### config.mk
export PLATFORM = sky130hd
export DESIGN_NAME = demux_1to4
export DESIGN_NICKNAME = d
export VERILOG_FILES = /design/src/rtl/demux_pkg.sv /design/src/rtl/demux_out_reg.sv /design/src/rtl/demux_1to4.sv
export SDC_FILE = /design/constraint.sdc
export NUM_CORES = 1
export LEC_CHECK = 0
export CAP_MARGIN = 10
export CORE_MARGIN = 1.5
export CORE_UTILIZATION = 40
export CTS_CLUSTER_SIZE = 30
export DETAILED_ROUTE_END_ITERATION = 7
export GPL_TIMING_DRIVEN = 0
export PLACE_DENSITY = 0.75
export SYNTH_ARGS = -nofsm -noshare
export SYNTH_HDL_FRONTEND = slang
export SYNTH_SLANG_ARGS = --single-unit
### constraint.sdc
create_clock -name clk -period 1.6 [get_ports clk]
set_clock_uncertainty 0.05 [all_clocks]
set_input_delay 0.16 -clock clk [delete_from_list [all_inputs] [get_ports clk]]
set_output_delay 0.16 -clock clk [all_outputs]
set_load 0.01 [all_outputs]
### src/rtl/demux_pkg.sv
// Shared types and constants for the 1:4 stream demultiplexer.
package demux_pkg;

    typedef logic [1:0] chan_idx_t;

    typedef enum logic {
        MODE_DIRECTED = 1'b0,
        MODE_RR       = 1'b1
    } mode_e;

    localparam int unsigned NUM_CH = 4;

endpackage

### src/rtl/demux_out_reg.sv
// One-entry output holding register with valid/ready handshake.
module demux_out_reg #(
    parameter int n = 8
) (
    input  logic         clk,
    input  logic         rst,
    input  logic         load,
    input  logic [n-1:0] d,
    input  logic         q_ready,
    output logic [n-1:0] q,
    output logic         q_valid
);

    // A load on the same edge as a drain wins, keeping q_valid high.
    always_ff @(posedge clk or posedge rst) begin
        if (rst) begin
            q       <= '0;
            q_valid <= 1'b0;
        end else if (load) begin
            q       <= d;
            q_valid <= 1'b1;
        end else if (q_ready) begin
            q_valid <= 1'b0;
        end
    end

endmodule

### src/rtl/demux_1to4.sv
// Registered 1:4 stream demultiplexer: directed or strict round-robin routing
// into four independently handshaked holding registers.
module demux_1to4
    import demux_pkg::*;
#(
    parameter int n = 8
) (
    input  logic         clk,
    input  logic         rst,
    input  logic         en,
    input  logic         mode,
    input  logic [1:0]   sel,
    input  logic [n-1:0] d,
    input  logic         in_valid,
    output logic         in_ready,
    output logic [n-1:0] q0,
    output logic [n-1:0] q1,
    output logic [n-1:0] q2,
    output logic [n-1:0] q3,
    output logic [3:0]   q_valid,
    input  logic [3:0]   q_ready,
    output logic         busy
);

    chan_idx_t          rr_ptr;
    chan_idx_t          tgt;
    logic               accept;
    logic [NUM_CH-1:0]  load;
    logic [n-1:0]       q_arr [NUM_CH];

    assign tgt      = (mode_e'(mode) == MODE_RR) ? rr_ptr : sel;
    // Strict order: a full target blocks input even if other channels are free.
    assign in_ready = en && !rst && (!q_valid[tgt] || q_ready[tgt]);
    assign accept   = in_valid && in_ready;
    assign busy     = |q_valid;

    always_comb begin
        load = '0;
        for (int unsigned i = 0; i < NUM_CH; i++) begin
            load[i] = accept && (tgt == chan_idx_t'(i));
        end
    end

    always_ff @(posedge clk or posedge rst) begin
        if (rst) begin
            rr_ptr <= '0;
        end else if (accept && (mode_e'(mode) == MODE_RR)) begin
            rr_ptr <= rr_ptr + 2'd1;
        end
    end

    for (genvar g = 0; g < NUM_CH; g++) begin : g_ch
        demux_out_reg #(.n(n)) u_reg (
            .clk     (clk),
            .rst     (rst),
            .load    (load[g]),
            .d       (d),
            .q_ready (q_ready[g]),
            .q       (q_arr[g]),
            .q_valid (q_valid[g])
        );
    end

    assign q0 = q_arr[0];
    assign q1 = q_arr[1];
    assign q2 = q_arr[2];
    assign q3 = q_arr[3];

endmodule

==> reports/qor.txt <==
Status = complete, but fails checks
Failing checks = negative setup slack
Vias = 1216
Switching Share = 28.9%
Fill cells = 295
Synth Flop Type = dfrtp_1
Internal power = 0.00315 W
# diodes = 0
Synth-to-Final Area Change = 57.8%
Drt pass-1 iters = 4
CTS HTree Levels = 2
Power density over the cells = 1710 nW/um^2
Critical Path Start = rr_ptr[1]
Arrival @ worst endpoint = 1940 ps
GR Layer Usage met1 = 22.6%
Slew Viols, Final = 0
CTS Buf Count = 5
Netlist cell types = 27
Worst-margin pin slew = 442 ps
Post-synth net total = 129
Setup crit end kind = flop
F_max = 549 MHz
Clock power frac = 17.7%
Seq/Total Area, Yosys = 57.9%
Post-synthesis cell count = 110
Register area = 953 sq um
Crit-path max FO = 5
Maximum clock insertion buffer count = 2
Fin cells = 239
Row cnt = 23
Post-Syn Area = 1640 sq um
Placed insts = 217
EDFF count, synth = 0
Nets = 207
GR Util met3 = 6.42%
FF-to-FF Start = rr_ptr[1]
ANT nets after route = 0
Gate power share = 44.6%
Post-synthesis adder-cell area fraction = 0%
Fraction of registers with async set/reset = 100%
Fin crit share = 114%
Commonest cells after routing, fill and taps aside = clkdlybuf4s50_1, dfrtp_1, mux2_2
Worst skew pair latency = 290 ps
Hold crit path type = primary input to asynchronous set/reset pin
Vias per cell = 5.09
CORE AREA = 3970 sq um
Die Wd = 67.1 microns
Largest family of logic cells by synthesized area = multiplexers
Mux cell area share after synthesis = 25.4%
CTS tree = done
Hold Violations, Final = 0
# Max-Cap Violations = 0
Fraction of the mapped netlist area in compound gates = 2.67%
Remaining global-route overflow = 0
Avg WL per Cell = 17.2 microns
Initial antenna violation count = 0
DR iter-0 viols = 59
CP Launch Type = flop
Routed WL = 4.11 mm
M2 GR Usage = 32.9%
Gr usage total = 19.4%
Endpoints failing setup = 29
Xor/xnor share of the synthesized area = 0%
#FFs+latches synth = 38
Residual DRC count = 0
Max_slew headroom = 69.9%
Critical path class = flop to flop
Critical Path RT = 1720 ps
Switching power = 0.00128 W
Hold-fix buffers, CTS = 0
First-pass GRT wire length = 6.27 mm
Fin Hold WS = 84.0 ps
Number of port buffers = 56
Commonest non-fill, non-tap cell in the layout = clkdlybuf4s50_1
GRT Max-Usage Layer = met2
Simple-gate share of the synthesized area = 11.5%
Post-layout min period = 1820 ps
Seq pwr share = 37.7%
Vias in the first global route = 1272
HPWL after DPL = 2.66 mm
GPL Wtd Cong = 0.784
Clk sinks = 38
Largest net degree at the start of global routing = 23
Unrepaired setup endpoints after global routing = true
Clk root buf = clkbuf_8
Avg Cell Area, Syn = 14.9 sq um
Yosys warning total = 0
Initial Util = 41.3%
Multi-input logic area = 722 sq um
Pleak = 1.17 nW
Maximum VDD drop = 0.000937 V
Reg clk slew, reported paths = 70 ps
Setup TNS = -3860 ps
Layout cells sized above 1 = 42.3%
Final worst slack = -220 ps
Die height = 67.1 microns
Die Area = 4500 sq um
# IOs = 57
Place WS = -812 ps
[final timing paths]
path                                          to  slack, ps  depth (start not counted)
setup / recovery              g_ch[1].u_reg.q[2]       -220                          5
hold / removal             g_ch[3].u_reg.q_valid         80                          3
setup reg to reg              g_ch[1].u_reg.q[2]       -220                          5
hold reg to reg               g_ch[1].u_reg.q[4]        460                          1
max in group asynchronous              rr_ptr[1]       1020                          4
min in group clk              g_ch[1].u_reg.q[4]        460                          1
[cell usage after synthesis, types with 2 or more instances]
| cell | instances | area share [%] |
|---|---|---|
| or2_2 | 2 | 0.76 |
| mux2_2 | 34 | 23 |
| nand2b_1 | 3 | 1.1 |
| nand2_1 | 3 | 0.69 |
| nand3_1 | 2 | 0.61 |
| nor4b_4 | 2 | 2.9 |
| dfrtp_1 | 38 | 58 |
| mux2i_1 | 2 | 1.2 |
| inv_1 | 2 | 0.46 |
| buf_4 | 4 | 1.8 |
| nor2b_1 | 2 | 0.76 |
[repair_timing]
action	in CTS	in global routing
buffers inserted	13	2
setup endpoints to repair	37	32
pin swaps	1	1
gates resized for setup	21	14
[power groups by stage]
stage,sequential [W],combinational [W],clock (W)
after global placement,0.00166,0.00173,0
final,0.00167,0.00197,0.000783
after detailed placement,0.00168,0.00177,0
after floorplan,0.00183,0.000568,0
after global routing,0.00173,0.00209,0.000849
after CTS,0.00166,0.00188,0.000801
[stage by stage]
step	cell area, sq um	utilization [%]	power (W)
2_1_floorplan	1650	-	0.00240
3_3_place_gp	2280	57.3	0.00338
6_report	2590	65.2	0.00443
3_5_place_dp	2300	58.0	0.00346
5_1_grt	2590	65.2	0.00467
4_1_cts	2530	63.7	0.00434
[cells by family after synthesis]
logic type | Yosys count
AOI/OAI and AO/OA | 5
buffers and inverters | 7
DFF | 38
muxes | 37
and+or+nand+nor | 23
[per-layer routing]
layer / wire length (microns) / vias up
li1: - / 551
met3: 282 / 8
met5: 0 / -
met4: 59 / 0
met2: 2130 / 56
met1: 1630 / 601
[worst max-delay path, stage by stage (launching register included)]
cell and delay, ps:
dfrtp_2 440, mux2_4 280, buf_4 160, nor4b_4 230
buf_4 200, mux2_2 340
[flip-flops by register name, summed over array words and instances, names as in the netlist]
| name | flops |
|---|---|
| g_ch.u_reg.q | 32 |
| g_ch.u_reg.q_valid | 4 |
| rr_ptr | 2 |
[layout make-up]
class                   instances  area share [%]
plain buffers                   4            1.16
multi-input cells              65            27.9
clock buffers                   5            2.66
well taps                      50            2.42
clock inverters                 3            1.55
repair buffers                 72            27.1
inverters                       2           0.435
flip-flops and latches         38            36.8
No activity file was read; power rests on OpenSTA's default activity.
